`src/rtl/vga_sync_gen.sv`:
```
// VGA timing generator: free-running pixel/line counters with registered visible-area, sync and frame strobes.
// Sync outputs are pushed through a SYNC_DELAY-stage chain so they line up with a registered RGB stage downstream.
module vga_sync_gen #(
  parameter int H_ACTIVE   = 640,
  parameter int H_FP       = 16,
  parameter int H_SYNC     = 96,
  parameter int H_BP       = 48,
  parameter int V_ACTIVE   = 480,
  parameter int V_FP       = 10,
  parameter int V_SYNC     = 2,
  parameter int V_BP       = 33,
  parameter int SYNC_DELAY = 1
) (
  input  logic       clock_25,
  input  logic       reset,
  output logic       display_area,
  output logic [9:0] pixel_x,
  output logic [9:0] pixel_y,
  output logic       hsync_n,
  output logic       vsync_n,
  output logic       frame_start,
  output logic       vblank_tick
);

  localparam int H_TOTAL = H_ACTIVE + H_FP + H_SYNC + H_BP;
  localparam int V_TOTAL = V_ACTIVE + V_FP + V_SYNC + V_BP;

  localparam logic [9:0] X_MAX  = 10'(H_TOTAL - 1);
  localparam logic [9:0] Y_MAX  = 10'(V_TOTAL - 1);
  localparam logic [9:0] X_VIS  = 10'(H_ACTIVE);
  localparam logic [9:0] Y_VIS  = 10'(V_ACTIVE);
  localparam logic [9:0] HS_BEG = 10'(H_ACTIVE + H_FP);
  localparam logic [9:0] HS_END = 10'(H_ACTIVE + H_FP + H_SYNC);
  localparam logic [9:0] VS_BEG = 10'(V_ACTIVE + V_FP);
  localparam logic [9:0] VS_END = 10'(V_ACTIVE + V_FP + V_SYNC);

  logic [9:0] x_next;
  logic [9:0] y_next;
  logic       x_wrap;
  logic       hsync_raw;
  logic       vsync_raw;

  always_comb begin
    x_wrap = (pixel_x == X_MAX);
    x_next = x_wrap ? 10'd0 : pixel_x + 10'd1;
    y_next = pixel_y;
    if (x_wrap) begin
      y_next = (pixel_y == Y_MAX) ? 10'd0 : pixel_y + 10'd1;
    end
  end

  // Every decode uses the next count, so the registered flags describe the same cycle as the counters.
  always_ff @(posedge clock_25 or negedge reset) begin
    if (!reset) begin
      pixel_x      <= X_MAX;
      pixel_y      <= Y_MAX;
      display_area <= 1'b0;
      frame_start  <= 1'b0;
      vblank_tick  <= 1'b0;
      hsync_raw    <= 1'b1;
      vsync_raw    <= 1'b1;
    end else begin
      pixel_x      <= x_next;
      pixel_y      <= y_next;
      display_area <= (x_next < X_VIS) && (y_next < Y_VIS);
      frame_start  <= (x_next == 10'd0) && (y_next == 10'd0);
      vblank_tick  <= (x_next == 10'd0) && (y_next == Y_VIS);
      hsync_raw    <= !((x_next >= HS_BEG) && (x_next < HS_END));
      vsync_raw    <= !((y_next >= VS_BEG) && (y_next < VS_END));
    end
  end

  generate
    if (SYNC_DELAY == 0) begin : g_no_delay
      assign hsync_n = hsync_raw;
      assign vsync_n = vsync_raw;
    end else begin : g_delay
      logic [SYNC_DELAY-1:0] h_dly;
      logic [SYNC_DELAY-1:0] v_dly;

      always_ff @(posedge clock_25 or negedge reset) begin
        if (!reset) begin
          h_dly <= '1;
          v_dly <= '1;
        end else begin
          h_dly[0] <= hsync_raw;
          v_dly[0] <= vsync_raw;
          for (int i = 1; i < SYNC_DELAY; i++) begin
            h_dly[i] <= h_dly[i-1];
            v_dly[i] <= v_dly[i-1];
          end
        end
      end

      assign hsync_n = h_dly[SYNC_DELAY-1];
      assign vsync_n = v_dly[SYNC_DELAY-1];
    end
  endgenerate

endmodule

```
`config.mk`:
```
export PLATFORM = sky130hd
export DESIGN_NAME = vga_sync_gen
export DESIGN_NICKNAME = d
export VERILOG_FILES = /design/src/rtl/vga_sync_gen.sv
export SDC_FILE = /design/constraint.sdc
export NUM_CORES = 1
export LEC_CHECK = 0
export ABC_AREA = 0
export ABC_CLOCK_PERIOD_IN_PS = 2050
export BUFFER_PORTS_ARGS = -buffer_cell sky130_fd_sc_hd__buf_2
export CAP_MARGIN = 0
export CORE_MARGIN = 1
export CORE_UTILIZATION = 49
export DETAILED_ROUTE_END_ITERATION = 10
export GPL_TIMING_DRIVEN = 0
export PLACE_DENSITY = 0.86
export RECOVER_POWER = 50
export REMOVE_ABC_BUFFERS = 1
export SYNTH_ARGS = -nofsm -noshare
export SYNTH_HDL_FRONTEND = slang
export SYNTH_SLANG_ARGS = --single-unit
```
`constraint.sdc`:
```
create_clock -name clock_25 -period 2.05 [get_ports clock_25]
set_input_delay 0.205 -clock clock_25 [delete_from_list [all_inputs] [get_ports clock_25]]
set_output_delay 0.205 -clock clock_25 [all_outputs]
set_load 0.005 [all_outputs]
```
**After elaboration in Yosys (flattened, before gate mapping)**

Cells that the tools add are included.

- Order comparisons: 6
- Div/mod/pow operators: 0
- Reductions and logical operators: 9
- Multiply operators: 0
- Muxes and demuxes: 3
- Add/subtract/negate cells: 2
- Bitwise operators: 0
- Shift operators: 0
- Equal/unequal tests: 3

Operators with widths:

| kind | number |
|---|---|
| two-way mux 10 bit | 3 |
| adder 10 x 1 -> 10 bit, second input constant | 2 |
| == test 10 bit, second input constant | 2 |
| logical NOT 10 bit | 2 |
| less-than comparator 10 bit, second input constant | 2 |
| less-than comparator 10 x 9 -> 1 bit, second input constant | 2 |
| == test 10 x 9 -> 1 bit, second input constant | 1 |
| >= comparator 10 bit, second input constant | 1 |
| >= comparator 10 x 9 -> 1 bit, second input constant | 1 |
| logical AND 1 bit | 5 |
| logical NOT 1 bit | 2 |

- Memories: 0
- Output and inout port bits: 25
- ROM bits: 0
- Bits in registers: 27
- Bits in latches: 0
- Word-level logic and storage cells: 32
- RAM bits: 0
- Input port bits: 2

**Longest topological paths before layout**

Gate-level depths: netlist of the first run.

- Word-level depth: 6
- Gate-level depth with buffers: 9
- Depth with buffers taken out: 8

**Worst setup path before layout of the first run**

Ideal clock, no wire load.

- Path type: register -> register
- Start: register pixel_x[0]
- End: register vblank_tick
- Required time: 1.939 ns
- Stages on the path, launching flop included: 9
- Buffers on the path: 1
- Path slack: -0.152 ns
- Arrival: 2.090 ns
- Clock period less this slack: 2.202 ns
- Library setup time: 0.111 ns
- Cells stage by stage: dfstp_2 > ha_1 > and4_1 > buf_6 > o21ai_0 > a22o_1 > or2_0 > nand4bb_1 > a2111oi_2

- Word-level cells in the longest chain between the ends: 4
- Elaborated cells on any way between the ends: 7
- Classes of those cells: add/sub: 1; eq/ne: 2; mux: 2; reduce/logical: 2

Ends and longest elaborated chain:

| element | line | source |
|---|---|---|
| start: declaration | 17 | `output logic [9:0] pixel_x,` |
| start signal: assignment | 63 | `pixel_x <= x_next;` |
| adder 10 x 1 -> 10 bit or == test 10 bit (tied branches) | 45, 44 |  |
| two-way mux 10 bit (*) | 45 | `x_next = x_wrap ? 10'd0 : pixel_x + 10'd1;` |
| named net x_next[8] | 37 | `logic [9:0] x_next;` |
| logical NOT 10 bit (*) | 67 | `vblank_tick <= (x_next == 10'd0) && (y_next == Y_VIS);` |
| logical AND 1 bit (*) | 67 |  |
| end signal: assignment | 67 |  |
| end: declaration | 22 | `output logic vblank_tick` |

Mark *: on every way through the listed nets, which the timed path passes. The rest lies on a longest branch.

**Worst setup path in the final report of the first run**

- Start: register pixel_y[0]
- End: register frame_start

- Word-level cells in the longest chain between the ends: 5
- Elaborated cells on any way between the ends: 6
- Classes of those cells: add/sub: 1; eq/ne: 1; mux: 2; reduce/logical: 2

Ends and longest elaborated chain:

| element | line | source |
|---|---|---|
| start: declaration | 18 | `output logic [9:0] pixel_y,` |
| start signal: assignment | 64 | `pixel_y <= y_next;` |
| adder 10 x 1 -> 10 bit or == test 10 bit (tied branches) | 48 | `y_next = (pixel_y == Y_MAX) ? 10'd0 : pixel_y + 10'd1;` |
| two-way mux 10 bit | 48 |  |
| two-way mux 10 bit (*) | 47 | `if (x_wrap) begin` |
| logical NOT 10 bit (*) | 66 | `frame_start <= (x_next == 10'd0) && (y_next == 10'd0);` |
| logical AND 1 bit (*) | 66 |  |
| end signal: assignment | 66 |  |
| end: declaration | 21 | `output logic frame_start,` |

Every way passes the cells marked *; elsewhere a longest branch is shown, timed or not.

==> results of run 1 <==
[what timing repair did]
item / CTS / global route
resized for setup: 17 / 9
hold buffers: 1 / 0
setup endpoints to repair: 6 / 5
pin swaps: 12 / 6
hold endpoints to repair: 13 / 0
buffers inserted: 10 / 6
[sequential cells by signal, summed over array words and instances, names as in the netlist]
register,cells
frame_start,1
pixel_x,10
display_area,1
vsync_n,1
pixel_y,10
hsync_raw,1
vsync_raw,1
hsync_n,1
vblank_tick,1
[routing by layer]
layer / vias to the layer above / global-route usage [%]
li1: 594 / -
met1: 657 / 31.6
met2: 63 / 38.7
met3: 17 / 3.26
met4: 0 / 11.8
met5: - / 0
[final cells by class]
type	instances	share of cell area (%)
timing repair buffer	43	14.9
inverter	6	1.22
multi-input combinational	100	42.8
clock buffer	3	1.22
sequential	27	37.5
clock inverter	1	0.270
tap	31	2.10
[stage by stage]
stage	hold WS [ns]	setup slack [ns]
3_5_place_dp	0.241	-0.427
4_1_cts	0.360	-0.0209
6_report	0.351	-0.147
2_1_floorplan	-0.0906	-0.151
5_1_grt	0.365	-0.176
3_3_place_gp	0.223	-0.343
[power by group through the flow]
stage | clock [W] | combinational [W] | sequential [W]
finish | 0.000240 | 0.0000118 | 0.000534
global placement | 0 | 0.0000105 | 0.000543
global route | 0.000259 | 0.0000143 | 0.000535
floorplan | 0 | 0.000000000245 | 0.000543
detailed placement | 0 | 0.0000112 | 0.000543
CTS | 0.000248 | 0.0000128 | 0.000534
[kinds of logic after synthesis]
kind of cell / Yosys count
compound gates: 29
xor+xnor: 9
fa+ha+maj: 3
buf+inv: 10
flops: 27
mux: 2
simple gates: 57
[placed cells by master, fill, tap and decap left out, drive strengths merged, types with 4 or more instances in the layout]
cell,Yosys,final
inv,6,6
o21ai,10,10
buf,3,42
nor2,10,10
and3,4,4
xor2,4,4
nand4,8,8
dfrtp,13,13
dfstp,14,14
nand3,7,7
nand2,8,8
xnor2,5,5
[worst paths after layout]
kind / end / depth (start not counted)
worst max-delay path: frame_start / 8
max in group asynchronous: pixel_x[4] / 2
worst max register to register: frame_start / 8
min in group asynchronous: pixel_y[8] / 2
worst min register to register: vsync_n / 0
worst min-delay path: vsync_n / 0
[synth_stat cells (2+ instances only)]
| library cell | instances | share of area [%] |
|---|---|---|
| and3_2 | 2 | 1.1 |
| dfrtp_1 | 13 | 23 |
| nand3_1 | 7 | 2.5 |
| dfstp_2 | 14 | 26 |
| or3_1 | 2 | 0.89 |
| a31oi_1 | 2 | 0.89 |
| xnor2_1 | 5 | 3.1 |
| a211oi_1 | 3 | 1.6 |
| o22ai_1 | 2 | 0.89 |
| xor2_1 | 4 | 2.5 |
| and4_1 | 3 | 1.9 |
| nand4_1 | 8 | 3.6 |
| nand2_1 | 8 | 2.1 |
| nor2b_1 | 3 | 1.3 |
| ha_1 | 3 | 2.7 |
| inv_1 | 6 | 1.6 |
| o21ai_0 | 9 | 3.2 |
| nor2_1 | 10 | 2.7 |
| nor3_1 | 3 | 1.1 |
| and3_1 | 2 | 0.89 |
| a22o_1 | 2 | 1.2 |
| a21oi_1 | 2 | 0.71 |
[critical path, cell delays in order (launching register included)]
cell and delay, ns:
dfrtp_1 0.49, inv_1 0.15, ha_1 0.18, nand2_1 0.09, and4bb_2 0.40, o22ai_1 0.14
o22ai_2 0.22, nand4bb_4 0.16, nor4b_2 0.28
==> results.md, run 1 <==
- Status: finished, violations left
- Violated checks: negative setup slack
- Sequential share of power: between 60% and 70%
- Num ports: 27
- Main flop type after synthesis: dfstp_2
- Switching Fraction: roughly 22%
- Cell area after layout: 1850 um^2
- FF/Latch Area: just under 700 um^2
- Ys async rst share: between 90% and 100%
- Combinational share of power: 1.5%
- CP Class: reg2reg
- Synth Instances: 137
- Yosys cell types: 46
- Clock buffer count from CTS: 3
- Fillers: 182
- FF+latch count, synth: 27
- CP required: between 2 and 2.5 ns
- Port-buffer cells: 26
- Power density over the cells: 425 nW/um^2
- Hold Crit Class: reg2reg
- Hold Fails Final Rpt: 0
- Vias/cell: around 6.3
- Initial antenna violation count: 0
- LEAKAGE: between 0.8 and 0.9 nW
- Grt ovf: 0
- Setup crit end kind: flop
- DRT Pass-1 Iters: 4
- Max_cap viols: 0
- Nature of the critical path startpoint: flop
- R2R Setup Slk: -0.15 ns
- Syn-to-layout area delta: 31.3%
- Routed WL per cell: roughly 18 um
- Row count: 19
- Layout cells sized above 1: a little under half
- Synthesized area per cell: between 10 and 15 um^2
- VDD IR max: between 300 and 400 uV
- Worst skew pair latency: ~0.34 ns
- YS warnings: 0
- Tot GR Track Use: approximately a quarter
- Wire length on met2: ~1800 um
- Post-synthesis xor/xnor area fraction: under 10%
- Die W: 55.6 um
- Worst r2r src: pixel_y[0]
- Compound-Gate Fraction of Synth Area: between 10% and 20%
- Post-route total power: 0.000786 W
- Routability cong.: 0.858
- Crit path max fanout: 8
- Highest routed layer: met4
- Dpl hpwl: 2120 um
- Die ar.: 3090 um^2
- Ant. Diodes: 0
- Slew Viols, Final: 0
- Met3 WL: 213 um
- Data arrival, critical path: about 2.5 ns
- DRT iter0 DRCs: 62
- Core area: approximately 2700 um^2
- H-tree depth: 1
- Clock-pin slew on the worst setup and hold paths: approximately 0.16 ns
- Largest net degree at the start of global routing: 28
- # nets final: between 150 and 200
- Share of the clock period used by the worst path: 107%
- Mux cell area share after synthesis: around 1.5%
- Finished Layout Cells: approximately 210
- Fin Clk Skew: between 0.015 and 0.02 ns
- Cells after DPL: 190
- CTS tree: yes
- # DRC: 0
- Routed WL: 3690 um
- Setup WS post-layout: -0.147 ns
- DRT met1 WL: around 1500 um
- Synth Area in Adders: ~2.7%
- RSZ-0062 raised after global routing: yes
- Fmax: around 460 MHz
- Final worst path period need: between 2 and 2.5 ns
- Final core occ: roughly 68%
- Root Driver: clkbuf_4
- Internal: 0.000610 W
- Largest family of logic cells by synthesized area: simple AND/OR/NAND/NOR gates
- CP startpoint: pixel_y[0]
- # setup viols final: 4
- Post-synth EDFFs: 0
- Worst-margin pin slew: 0.587 ns
- Initial Util: about half
- First-pass GRT wire length: ~5800 um
- Area of the multi-input gates: ~790 um^2
- Hold_sp: vsync_raw
- Simple-gate share of the synthesized area: around a quarter
- Post-route setup TNS: -0.360 ns
- Vias in the first global route: between 1000 and 1500
- Sw Pwr: roughly 0.00018 W
- Longest Clk Path Bufs: 2
- Via count: 1331
- Slew HR: about 60%
- Placed cell area: between 1500 and 2000 um^2
- Clock power frac: between 30% and 40%
- Die Ht: around 56 um
- Clock sinks: 27
- Post-DRT Antenna Nets: 0
- Synthesized cell area: 1410 um^2
- Sequential share of the synthesized area: 49.2%
Power figures use the tool's default switching activity.
==> run 2: changes to the inputs <==
Settings changed: ABC_CLOCK_PERIOD_IN_PS 2050 to 2600, CORE_MARGIN 1 to 2, PLACE_DENSITY 0.86 to 0.83.
Clock period 2.05 ns to 2.6 ns, I/O delays scaled along.
==> run 2 against run 1 <==
  * Sequential power shrank 21%
  * Worst hold slack gained 0.017 ns
  * Via count down 9.9%
  * Register-to-register slack gained 0.37 ns
  * Non-clock buffer count fell by 16
  * The run now ends clean
==> results.md, run 2 (synthesized netlist as in run 1, its figures left out) <==
- Clock sinks: 27
- Slew HR: under 10%
- Root Driver: clkbuf_4
- Layout cells sized above 1: ~29%
- Worst skew pair latency: approximately 0.32 ns
- Hold Fails Final Rpt: 0
- # DRC: 0
- Commonest non-fill, non-tap cells in the layout: buf_2 (22), dfstp_2 (14), dfrtp_1 (13)
- Clock buffer count from CTS: 3
- Slew Viols, Final: 0
- Fin Clk Skew: around 0.011 ns
- Cell area after layout: around 1600 um^2
- Die Ht: ~58 um
- Power density over the cells: around 380 nW/um^2
- # setup viols final: 0
- Die W: a little under 60 um
- LEAKAGE: around 0.7 nW
- Worst-margin pin slew: between 1 and 1.5 ns
- Port-buffer cells: 26
- DRT Pass-1 Iters: 5
- Routability cong.: between 0.9 and 1
- Core area: around 2700 um^2
- Setup crit end kind: flop
- Setup repair bufs after CTS: 0
- Clock-pin slew on the worst setup and hold paths: ~0.15 ns
- Met3 WL: 224 um
- VDD IR max: about 220 uV
- Vias in the first global route: roughly 1100
- DRT met1 WL: about 1200 um
- CP Class: reg2reg
- CP required: 2.82 ns
- Row count: 19
- Initial antenna violation count: 0
- Longest Clk Path Bufs: 2
- Status: finished clean
- Commonest non-fill, non-tap cell in the layout: buf_2
- Data arrival, critical path: 2.60 ns
- Grt ovf: 0
- Syn-to-layout area delta: 12.8%
- H-tree depth: 1
- Post-DRT Antenna Nets: 0
- Highest routed layer: met4
- Hold Crit Class: reg2reg
- CTS tree: yes
- Max_cap viols: 0
- Via count: between 1000 and 1500
- Tot GR Track Use: between 10% and 20%
- Final worst path period need: roughly 2.4 ns
- RSZ-0062 raised after global routing: no
- Routed WL: between 2000 and 3000 um
- Routed WL per cell: about 15 um
- DRT iter0 DRCs: between 50 and 60
- First-pass GRT wire length: between 5000 and 6000 um
- Hold slack: roughly 0.37 ns
- # nets final: 170
- Initial Util: between 50% and 60%
- Regs by FF count: pixel_x: 10 flops, pixel_y: 10 flops
- Share of the clock period used by the worst path: about 90%
- Nature of the critical path startpoint: flop
- Wire length on met2: approximately 1400 um
- Ant. Diodes: 0
- Vias/cell: ~6
- Dpl hpwl: 2210 um
- Num ports: 27
- Die ar.: 3320 um^2
- Placed cell area: roughly 1600 um^2
- Crit path max fanout: 7
- Post-route setup TNS: 0 ns
- Fmax: about 420 MHz
- Largest net degree at the start of global routing: 28
-- run 2: changes by cell type in the layout (fill, tap and decap cells not counted), sizes merged --
| cell | previous run | this run |
|---|---|---|
| clkbuf | 3 | 7 |
| buf | 42 | 22 |
-- run 2: metal layers --
layer	vias to the layer above	GRT usage [%]
met5	-	0
met3	12	2.68
met1	561	27.4
li1	567	-
met4	0	8.97
met2	59	29.7
-- run 2: critical path: stages, from the launching register on --
cell and delay [ns]:
dfstp_2 0.59, ha_1 0.23, and4_4 0.29, o21ai_0 0.09, a22o_1 0.22, or2_0 0.25, nand4bb_1 0.24, a2111oi_2 0.38
-- run 2: final timing paths --
path                            start      endpoint  slack, ns  cells past startpoint
max                        pixel_x[0]   vblank_tick       0.22                      7
min                         hsync_raw       hsync_n       0.37                      0
max reg2reg                pixel_x[0]   vblank_tick       0.22                      7
min reg2reg                 hsync_raw       hsync_n       0.37                      0
max in group asynchronous       reset    pixel_x[7]       1.02                      2
min in group asynchronous       reset  display_area       0.77                      2
-- run 2: what timing repair did --
action / 4_1_cts / 5_1_grt
hold buffers: 1 / 0
hold endpoints to repair: 13 / 0
resized for setup: 0 / 2
setup endpoints to repair: 0 / 2
-- run 2: cell type report --
class                           instances  area [um^2]
Sequential cell                        27          693
Multi-Input combinational cell        100          672
Timing Repair Buffer                   27          135
Clock inverter                          1         5.00
Tap cell                               31         38.8
Clock buffer                            3         22.5
Fill cell                             243         1140
Inverter                                6         22.5
-- run 2: stage by stage --
step / setup slack (ns) / cells / power [W] / utilization [%]
after floorplan: 0.399 / 133 / 0.000428 / -
after global placement: 0.189 / 190 / 0.000436 / 56.8
after detailed placement: 0.123 / 190 / 0.000437 / 56.8
after CTS: 0.104 / 195 / 0.000617 / 58.2
after global routing: 0.0272 / 195 / 0.000638 / 58.1
final: 0.223 / 195 / 0.000611 / 58.1
-- run 2: where the power goes --
| part | internal, W | total (W) | switching, W |
|---|---|---|---|
| sequential | 0.000421 | 0.000421 | 0 |
| combinational | 0.00000129 | 0.00000903 | 0.00000774 |
| clock | 0.0000576 | 0.000180 | 0.000123 |
| total | 0.000480 | 0.000611 | 0.000131 |
